**src/rtl/debug_link_master.sv**
```systemverilog
// debug_link_master: host-side initiator for the MIPS debug UART protocol.
// Optional feature macro DEBUG_LINK_TIMEOUT_EN: abort RX_WAIT after RX_TIMEOUT idle cycles.
//
// state   | meaning
// IDLE    | waiting for a request
// TX_BYTE | o_tx_start pulse for the byte held in o_tx_data
// TX_WAIT | waiting for uart_tx to finish the byte
// FETCH   | latching the next LOAD word from the program ROM
// RX_WAIT | forwarding response bytes
// DONE    | o_done pulse, then back to IDLE
module debug_link_master #(
  parameter int NUM_REGISTERS   = 32,
  parameter int PROG_ADDR_WIDTH = 8,
  parameter int RX_TIMEOUT      = 1000000
) (
  input  logic                       i_clk,
  input  logic                       i_reset,
  input  logic                       i_cmd_valid,
  input  logic [2:0]                 i_cmd,
  input  logic [7:0]                 i_cmd_arg,
  output logic [PROG_ADDR_WIDTH-1:0] o_prog_addr,
  input  logic [31:0]                i_prog_data,
  output logic [7:0]                 o_tx_data,
  output logic                       o_tx_start,
  input  logic                       i_tx_done,
  input  logic [7:0]                 i_rx_data,
  input  logic                       i_rx_valid,
  output logic                       o_busy,
  output logic [7:0]                 o_resp_data,
  output logic                       o_resp_valid,
  output logic [15:0]                o_resp_index,
  output logic                       o_done,
  output logic                       o_error
);

  localparam logic [2:0] OP_LOAD       = 3'd0;
  localparam logic [2:0] OP_DUMP_REGS  = 3'd1;
  localparam logic [2:0] OP_READ_MEM   = 3'd2;
  localparam logic [2:0] OP_STEP       = 3'd3;
  localparam logic [2:0] OP_MODE_CONT  = 3'd4;
  localparam logic [2:0] OP_MODE_STEP  = 3'd5;
  localparam logic [2:0] OP_READ_IF_ID = 3'd6;
  localparam logic [2:0] OP_RESERVED   = 3'd7;

  localparam logic [15:0] DUMP_BYTES = 16'(NUM_REGISTERS * 4);

  if (RX_TIMEOUT < 1) begin : g_bad_timeout
    $error("RX_TIMEOUT must be at least 1");
  end

  typedef enum logic [2:0] {
    IDLE, TX_BYTE, TX_WAIT, FETCH, RX_WAIT, DONE
  } state_t;

  typedef enum logic [1:0] {
    PH_CMD, PH_ARG, PH_WORD, PH_TAIL
  } phase_t;

  state_t      state;
  phase_t      phase;
  logic [2:0]  op;
  logic [7:0]  arg;
  logic [7:0]  words_left;
  logic [1:0]  bytes_left;
  logic [31:0] word_buf;
  logic [15:0] resp_left;
  logic [15:0] rx_idx;
  logic        seq_end;
  logic        go_fetch;

`ifdef DEBUG_LINK_TIMEOUT_EN
  localparam int               TMR_W    = $clog2(RX_TIMEOUT + 1);
  localparam logic [TMR_W-1:0] TMR_LOAD = TMR_W'(RX_TIMEOUT - 1);
  logic [TMR_W-1:0] rx_timer;
`endif

  function automatic logic [7:0] cmd_byte(input logic [2:0] op_code);
    case (op_code)
      OP_LOAD:       return 8'h07;
      OP_DUMP_REGS:  return 8'h01;
      OP_READ_MEM:   return 8'h0B;
      OP_STEP:       return 8'h0A;
      OP_MODE_CONT:  return 8'h08;
      OP_MODE_STEP:  return 8'h09;
      OP_READ_IF_ID: return 8'h02;
      default:       return 8'h00;
    endcase
  endfunction

  function automatic logic [15:0] resp_count(input logic [2:0] op_code);
    case (op_code)
      OP_DUMP_REGS:               return DUMP_BYTES;
      OP_READ_MEM, OP_READ_IF_ID: return 16'd4;
      default:                    return 16'd0;
    endcase
  endfunction

  // What follows the byte that just finished: end of sequence, a ROM fetch, or another byte
  always_comb begin
    seq_end  = 1'b0;
    go_fetch = 1'b0;
    case (phase)
      PH_CMD:  seq_end = (op != OP_LOAD) && (op != OP_READ_MEM);
      PH_ARG:  begin
        seq_end  = (op != OP_LOAD);
        go_fetch = (op == OP_LOAD);
      end
      PH_WORD: go_fetch = (bytes_left == 2'd0) && (words_left != 8'd0);
      default: seq_end = 1'b1;
    endcase
  end

  always_ff @(posedge i_clk or posedge i_reset) begin
    if (i_reset) begin
      state        <= IDLE;
      phase        <= PH_CMD;
      op           <= '0;
      arg          <= '0;
      words_left   <= '0;
      bytes_left   <= '0;
      word_buf     <= '0;
      resp_left    <= '0;
      rx_idx       <= '0;
      o_prog_addr  <= '0;
      o_tx_data    <= '0;
      o_tx_start   <= 1'b0;
      o_busy       <= 1'b0;
      o_resp_data  <= '0;
      o_resp_valid <= 1'b0;
      o_resp_index <= '0;
      o_done       <= 1'b0;
      o_error      <= 1'b0;
`ifdef DEBUG_LINK_TIMEOUT_EN
      rx_timer     <= '0;
`endif
    end else begin
      o_tx_start   <= 1'b0;
      o_resp_valid <= 1'b0;
      o_done       <= 1'b0;
      o_error      <= 1'b0;
      case (state)
        IDLE: begin
          if (i_cmd_valid) begin
            op         <= i_cmd;
            arg        <= i_cmd_arg;
            words_left <= i_cmd_arg;
            resp_left  <= resp_count(i_cmd);
            rx_idx     <= '0;
            o_busy     <= 1'b1;
            if (i_cmd == OP_RESERVED || (i_cmd == OP_LOAD && i_cmd_arg == 8'd0)) begin
              state   <= DONE;
              o_done  <= 1'b1;
              o_error <= (i_cmd == OP_LOAD);
            end else begin
              state      <= TX_BYTE;
              phase      <= PH_CMD;
              o_tx_data  <= cmd_byte(i_cmd);
              o_tx_start <= 1'b1;
            end
          end
        end
        TX_BYTE: state <= TX_WAIT;
        TX_WAIT: begin
          if (i_tx_done) begin
            if (seq_end) begin
              if (resp_left != 16'd0) begin
                state <= RX_WAIT;
`ifdef DEBUG_LINK_TIMEOUT_EN
                rx_timer <= TMR_LOAD;
`endif
              end else begin
                state  <= DONE;
                o_done <= 1'b1;
              end
            end else if (go_fetch) begin
              state <= FETCH;
            end else begin
              state      <= TX_BYTE;
              o_tx_start <= 1'b1;
              if (phase == PH_CMD) begin
                phase     <= PH_ARG;
                o_tx_data <= arg;
              end else if (bytes_left != 2'd0) begin
                bytes_left <= bytes_left - 2'd1;
                o_tx_data  <= word_buf[7:0];
                word_buf   <= {8'h00, word_buf[31:8]};
              end else begin
                phase     <= PH_TAIL;
                o_tx_data <= 8'h11;
              end
            end
          end
        end
        // The ROM address already points at this word, so its data is valid here
        FETCH: begin
          word_buf    <= {8'h00, i_prog_data[31:8]};
          o_tx_data   <= i_prog_data[7:0];
          o_tx_start  <= 1'b1;
          bytes_left  <= 2'd3;
          words_left  <= words_left - 8'd1;
          o_prog_addr <= o_prog_addr + PROG_ADDR_WIDTH'(1);
          phase       <= PH_WORD;
          state       <= TX_BYTE;
        end
        RX_WAIT: begin
          if (resp_left == 16'd0) begin
            state  <= DONE;
            o_done <= 1'b1;
          end else if (i_rx_valid) begin
            o_resp_valid <= 1'b1;
            o_resp_data  <= i_rx_data;
            o_resp_index <= rx_idx;
            rx_idx       <= rx_idx + 16'd1;
            resp_left    <= resp_left - 16'd1;
`ifdef DEBUG_LINK_TIMEOUT_EN
            rx_timer     <= TMR_LOAD;
          end else if (rx_timer == '0) begin
            state   <= DONE;
            o_done  <= 1'b1;
            o_error <= 1'b1;
          end else begin
            rx_timer <= rx_timer - TMR_W'(1);
`endif
          end
        end
        DONE: begin
          o_busy      <= 1'b0;
          o_prog_addr <= '0;
          state       <= IDLE;
        end
        default: state <= IDLE;
      endcase
    end
  end

endmodule

```
**config.mk**
```make
export PLATFORM = sky130hd
export DESIGN_NAME = debug_link_master
export DESIGN_NICKNAME = d
export VERILOG_FILES = /design/src/rtl/debug_link_master.sv
export SDC_FILE = /design/constraint.sdc
export NUM_CORES = 1
export LEC_CHECK = 0
export BUFFER_PORTS_ARGS = -buffer_cell sky130_fd_sc_hd__buf_2
export CAP_MARGIN = 20
export CORE_MARGIN = 2
export CORE_UTILIZATION = 60
export CTS_CLUSTER_DIAMETER = 80
export DETAILED_ROUTE_END_ITERATION = 16
export GPL_TIMING_DRIVEN = 1
export PLACE_DENSITY_LB_ADDON = 0.1
export SETUP_SLACK_MARGIN = 0.2
export SYNTH_ARGS = -nofsm -noshare
export SYNTH_HDL_FRONTEND = slang
export SYNTH_SLANG_ARGS = --single-unit
```
**constraint.sdc**
```tcl
create_clock -name i_clk -period 8.3 [get_ports i_clk]
set_input_delay 0.83 -clock i_clk [delete_from_list [all_inputs] [get_ports i_clk]]
set_output_delay 0.83 -clock i_clk [all_outputs]
set_load 0.05 [all_outputs]
```
==> results.txt, run 1 <==
status: complete, no violations
port bufs: 100
final HPWL from detailed placement: 9.665 mm
pin count of the biggest net entering global routing: 87
TritonCTS Buffers: 17
clock share of power: 0.284
setup slack after layout: 5.555 ns
CP Max Fanout: 25
Avg Inst Size Synth: 10.15 um^2
DRC errors left: 0
static leakage: 3.634 nW
sequential fraction of design power: 0.347
vias in the first global route: 4947
height of the die: 106.2 um
worst hold path class: primary input to asynchronous set/reset pin
PD cells: 369.9 nW/um^2
clock latency at the later pin of the worst-skew pair: 0.54 ns
Final TNS setup: 0 ns
Int Power: 1.692 mW
Post-synth EDFFs: 0
syn_nets: 683
Setup Skew: 0.01239 ns
Post-CTS Setup Inserts: 0
worst path buffer plus inverter count: 0
Sink Count: 127
Comb power frac: 0.369
nets: 776
Detailed Routing Iterations Pass 1: 5
headroom to the max-slew limit: 0.6080
drt initial violations: 322
ant diodes: 0
layout cells sized above 1: 0.2652
post-route ant nets: 0
area of the die: 11290 um^2
Clock transition at path regs: 0.06 ns
Worst-Margin Slew: 0.5880 ns
Worst EP required: 8.70 ns
routed wire length: 14.39 mm
RSZ-0062 raised after global routing: false
CTS H-tree depth: 4
Reg-to-Reg Start: state[0]$_DFFE_PP0P_
maxcap violations: 0
synthesized flop and latch total: 127
# rows: 37
CTS root buffer: clkbuf_8
# IOs: 101
r2r worst-path depth: 4
Final Hold Fails: 0
first-pass GRT wire length: 23.94 mm
CP Cell Sequence: or4b_2 > o21ai_1 > a41o_1 > mux2_1
CP max stage delay: 1.00 ns
Yosys cell types: 70
CP Launch Type: flip-flop
vias: 5085
Vias per Instance: 5.913
GRT overflow: 0
PostCTS Resize Cnt: 0
core area: 10230 um^2
Post-Synthesis Cells: 618
Tcrit/Tclk final: 0.3307
top_reg_cell synth: dfrtp_1
CTS Hold Bufs: 0
synthesized area: 6271 um^2
pre-CTS setup slack: 5.293 ns
achievable frequency: 364.3 MHz
final instance area: 7482 um^2
routability cong.: 0.8807
CP max stage cell: or4b_2
crit path time final: 2.745 ns
non-filler instance count after layout: 860
Starting Density: 0.6129
endpoints failing setup: 0
Tot GR Track Use: 0.2728
VDD IR max: 0.2400 mV
Die Width: 106.2 um
P_sw: 1.076 mW
drt wl/cell: 16.73 um
P&R area growth vs syn: 19.31%
CP delay by family, top: simple AND/OR/NAND/NOR gates
CTS max path bufs: 2
Core Util, Final: 0.7313
asr flop ratio synth: 1.000
clock tree from TritonCTS: yes
Critical Path AT: 3.15 ns
CP Class: flip-flop to flip-flop
Slew Viols, Final: 0
Crit Reg-Reg Endpoint: o_tx_data[3]$_DFFE_PP0P_
Yosys Warn Count: 0
Net Sw Frac: 0.3886
sequential-to-total area share from yosys stat: 0.5068
Post-Place Cells: 827
placed cell area: 6822 um^2
r2r setup slk: 5.56 ns
initial antenna violation count: 0
Setup crit end kind: flip-flop
-- Yosys cell counts, types with 4 or more instances --
master	count	area (um^2)
dfrtp_1	127	3178
nand2_1	118	442.9
a21oi_1	31	155.2
o21ai_0	29	145.1
mux2_2	26	292.8
nor2_1	23	86.33
mux2_1	22	247.7
or3_1	22	137.6
clkbuf_1	19	71.32
nand3_1	18	90.09
or4_1	15	112.6
inv_1	14	52.55
o31ai_1	13	97.59
a22o_1	11	96.34
ha_1	9	112.6
nand4_1	7	43.79
o21ai_1	7	35.03
and3_1	6	37.54
buf_2	6	30.03
nor3_1	6	30.03
a21oi_2	5	43.79
a22oi_1	5	37.54
nand3b_1	5	37.54
o211ai_1	5	37.54
buf_4	4	30.03
nor4_1	4	25.02
o21ai_2	4	35.03
-- worst register-to-register path, stage by stage (launching register included) --
cell	delay (ns)
dfrtp_1	0.56
or4b_2	1.00
o21ai_1	0.30
a41o_1	0.38
mux2_1	0.38
-- cells in the final DEF, fill, tap and decap left out, types with 3 or more instances in the layout --
cell type,netlist,routed
nand4_1,7,7
o211ai_1,5,5
a21oi_2,5,5
o31ai_1,13,13
nand3_1,18,18
buf_2,6,100
a22o_1,11,11
o21ai_1,7,7
inv_1,14,13
mux2_1,22,22
mux2i_1,3,3
bufinv_16,0,4
nor3_1,6,6
or3_1,22,22
nand2_1,118,118
nor4_1,4,4
clkbuf_8,0,5
o22ai_1,3,3
ha_1,9,9
clkbuf_16,0,16
mux2_2,26,26
dfrtp_1,127,127
a22oi_1,5,5
nand3b_1,5,5
o21ai_2,4,4
o21ai_0,29,29
and3_1,6,6
or2_2,3,3
nor2b_1,3,3
a21oi_1,31,31
clkbuf_1,19,3
or4_1,15,15
buf_4,4,7
nor2_1,23,22
a221o_1,3,3
-- worst max-delay path by stage --
stage	start	to	slack, ns	cells past startpoint
2_1_floorplan	i_reset	arg[0]$_DFFE_PP0P_	4.09	1
3_3_place_gp	i_cmd_valid	o_tx_data[2]$_DFFE_PP0P_	5.41	5
3_5_place_dp	i_cmd_valid	o_tx_data[3]$_DFFE_PP0P_	5.29	5
4_1_cts	state[0]$_DFFE_PP0P_	o_tx_data[3]$_DFFE_PP0P_	5.58	4
5_1_grt	state[0]$_DFFE_PP0P_	o_tx_data[3]$_DFFE_PP0P_	5.42	4
6_report	state[0]$_DFFE_PP0P_	o_tx_data[3]$_DFFE_PP0P_	5.56	4
-- state kept, by name, summed over array words and instances, names as in the netlist --
| name | count |
|---|---|
| o_tx_data | 8 |
| o_resp_index | 16 |
| bytes_left | 2 |
| o_resp_data | 8 |
| o_resp_valid | 1 |
| o_prog_addr | 8 |
| words_left | 8 |
| o_tx_start | 1 |
| word_buf | 24 |
| o_busy | 1 |
| o_done | 1 |
| resp_left | 16 |
| rx_idx | 16 |
| o_error | 1 |
| arg | 8 |
| state | 3 |
| phase | 2 |
| op | 3 |
-- per-layer routing --
layer	vias to the layer above	global-route usage	routed length, um
met5	-	0	0
met2	176	0.4199	6867
met4	0	0.1278	302
li1	2411	-	-
met1	2472	0.3712	6396
met3	26	0.05886	822
-- cell families (layout without fill, tap and decap cells) --
logic type      count (synthesis)  after routing  share of synthesized area
compound gates                132            132                     0.1425
xor+xnor                        2              2                   0.002794
fa+ha+maj                      10             10                    0.01955
buf+inv                        49            155                    0.03831
flops                         127            127                     0.5068
mux                            51             51                    0.09098
simple gates                  247            247                     0.1991
-- through the flow --
stage | hold slack (ns) | power (mW)
2_1_floorplan | 0.4460 | 1.777
3_3_place_gp | 0.4611 | 1.932
3_5_place_dp | 0.4669 | 1.980
4_1_cts | 0.3474 | 2.777
5_1_grt | 0.3795 | 2.940
6_report | 0.3372 | 2.768
-- cell type report --
class | instances | area [um^2]
Sequential cell | 127 | 3178
Multi-Input combinational cell | 442 | 2861
Fill cell | 779 | 2749
Timing Repair Buffer | 108 | 580.6
Clock buffer | 24 | 480.5
Tap cell | 136 | 170.2
Clock inverter | 8 | 152.6
Inverter | 15 | 58.81
-- power groups by stage --
stage / combinational (mW) / sequential, mW / clock, mW
after floorplan: 0.704 / 1.07 / 0
after global placement: 0.981 / 0.952 / 0
after detailed placement: 1.02 / 0.964 / 0
after CTS: 1.02 / 0.956 / 0.797
after global routing: 1.13 / 0.986 / 0.824
final: 1.02 / 0.960 / 0.787
Note: power is estimated with default switching activity, not from simulation.
==> run 2, diff against run 1 <==
Settings changed: CORE_UTILIZATION 60 to 51.
Clock period 8.3 ns to 2.2 ns, I/O delays scaled along.
==> run 2 against run 1 <==
Against the previous run: the flow now finishes with violations (setup timing); cell count increased by 9.8%; global-route usage decreased by 0.12 points; clock skew increased by 0.0019 ns; critical path type unchanged; critical endpoint is now rx_idx[1]$_DFFE_PP0P_; largest cell class is now multi-input gates.
==> results.txt, run 2 (synthesis gave the netlist of run 1 again) <==
clock tree from TritonCTS: yes
Core Util, Final: 0.7448 (+0.01347)
DRC errors left: 0 (unchanged)
CP Max Fanout: 4 (-84%)
TritonCTS Buffers: 17 (unchanged)
# rows: 40 (+8.1%)
r2r worst-path depth: 9 (+5)
worst hold path class: primary input to asynchronous set/reset pin
Reg-to-Reg Start: resp_left[15]$_DFFE_PP0P_
CP max stage delay: 0.55 ns (-0.45 ns)
VDD IR max: 1.087 mV (+350%)
initial antenna violation count: 0 (unchanged)
Clock transition at path regs: 0.06 ns (about the same)
placed cell area: 7251 um^2 (+6.3%)
Final Hold Fails: 0 (unchanged)
overall power: 12.80 mW (+360%)
achievable frequency: 438.5 MHz (+20%)
commonest non-fill, non-tap cells in the layout: 122 x dfrtp_1, 114 x nand2_1, 100 x buf_2
CTS Hold Bufs: 0 (unchanged)
maxcap violations: 0 (unchanged)
Most Frequent Cell on Critical Path: buf_6
max reg flops: 24 (unchanged)
endpoints failing setup: 51 (+51)
Vias per Instance: 5.958 (+0.76%)
vias: 5624 (+11%)
Final TNS setup: -1.577 ns (-1.577 ns)
drt wl/cell: 20.00 um (+20%)
crit path time final: 2.280 ns (-0.4644 ns)
Setup crit end kind: flip-flop
largest register by flop count: word_buf
core area: 12010 um^2 (+17%)
Detailed Routing Iterations Pass 1: 5 (unchanged)
PD cells: 1431 nW/um^2 (+290%)
area of the die: 13200 um^2 (+17%)
routed wire length: 18.88 mm (+31%)
CTS H-tree depth: 4 (unchanged)
GRT overflow: 0 (unchanged)
Min Hold Slack: 0.01598 ns (-0.3213 ns)
Slew Viols, Final: 0 (unchanged)
pre-CTS setup slack: -0.004386 ns (-5.297 ns)
setup slack after layout: -0.08042 ns (-5.636 ns)
Worst-Margin Slew: 0.6766 ns (+0.08866 ns)
post-route ant nets: 0 (unchanged)
Tcrit/Tclk final: 1.037 (+0.7059)
final instance area: 8946 um^2 (+20%)
RSZ-0062 raised after global routing: true
vias in the first global route: 5395 (+9.1%)
CP Cell Sequence: or4_4 > or2_4 > buf_6 > o31ai_4 > buf_6 > buf_4 > buf_6 > buf_16 > a22o_1
clock latency at the later pin of the worst-skew pair: 0.42 ns (-0.12 ns)
Fill cells: 798 (+2.4%)
CP max stage cell: or4_4
Critical Path AT: 2.64 ns (-0.51 ns)
Tot GR Track Use: 0.2716 (-0.001168)
Starting Density: 0.5221 (-0.09086)
nets: 850 (+9.5%)
crit path from: resp_left[15]$_DFFE_PP0P_
CP Launch Type: flip-flop
Sink Count: 127 (unchanged)
ant diodes: 0 (unchanged)
Setup Skew: 0.01430 ns (+0.001906 ns)
headroom to the max-slew limit: 0.5489 (-0.05911)
drt initial violations: 542 (+68%)
failing checks: setup timing
status: finished, violations left
height of the die: 114.9 um (+8.1%)
final HPWL from detailed placement: 10.47 mm (+8.3%)
port bufs: 100 (unchanged)
CTS max path bufs: 2 (unchanged)
pin count of the biggest net entering global routing: 128 (+47%)
routability cong.: 0.8984 (+2.0%)
static leakage: 4.344 nW (+20%)
commonest non-fill, non-tap cell in the layout: dfrtp_1
non-filler instance count after layout: 944 (+9.8%)
Post-Place Cells: 867 (+4.8%)
first-pass GRT wire length: 27.66 mm (+16%)
CTS root buffer: clkbuf_16
Worst EP required: 2.56 ns (-6.14 ns)
# IOs: 101 (unchanged)
CP Class: flip-flop to flip-flop
layout cells sized above 1: 0.4454 (+0.1802)
Die Width: 114.9 um (+8.1%)
P&R area growth vs syn: 42.66%
run 2: changes by cell type in the layout (fill, tap and decap cells not counted), sizes merged:
cell / change
a41o: +1
buf: +68
bufinv: -3
clkbuf: +3
clkinv: +2
clkinvlp: +3
inv: -1
run 2: routing by layer:
layer,share of wire,track usage,routed length (um),vias up
li1,-,-,-,2577
met1,0.44,0.3915,8398,2799
met2,0.47,0.3898,8896,211
met3,0.064,0.07591,1208,37
met4,0.020,0.1084,374,0
met5,0,0,0,-
run 2: cell type report:
class	count	area (um^2)	share of cell area
tap	147	183.9	0.02056
timing repair buffer	181	1481	0.1656
multi-input combinational	443	3485	0.3895
clock inverter	9	87.58	0.009790
sequential	127	3184	0.3559
inverter	15	60.06	0.006713
clock buffer	22	464.2	0.05189
run 2: worst paths after layout:
kind,endpoint,slack [ns]
max,rx_idx[1]$_DFFE_PP0P_,-0.08
min,o_busy$_DFFE_PP0P_,0.02
min in group i_clk,word_buf[19]$_DFFE_PP0P_,0.02
min reg2reg,o_busy$_DFFE_PP0P_,0.48
max reg2reg,rx_idx[1]$_DFFE_PP0P_,-0.08
max in group asynchronous,state[1]$_DFFE_PP0P_,1.70
run 2: worst max-delay path, delay by kind of cell, from the launching register on:
kind / cells / cell delay, ns
AND/OR/NAND/NOR: 2 / 0.80
buffers and inverters: 5 / 0.62
AO/OA/AOI/OAI: 2 / 0.38
flip-flops: 1 / 0.39
run 2: what timing repair did:
action | CTS | global route
endpoints found under the hold margin | 0 | 0
gates resized for setup | 47 | 95
gates cloned | 7 | 6
pin swaps | 32 | 43
buffers inserted | 16 | 17
setup endpoints to repair | 88 | 93
run 2: power breakdown:
part	switching (mW)	internal [mW]	total, mW
combinational	3.45	3.08	6.54
sequential	0.605	3.04	3.65
clock	1.02	1.60	2.62
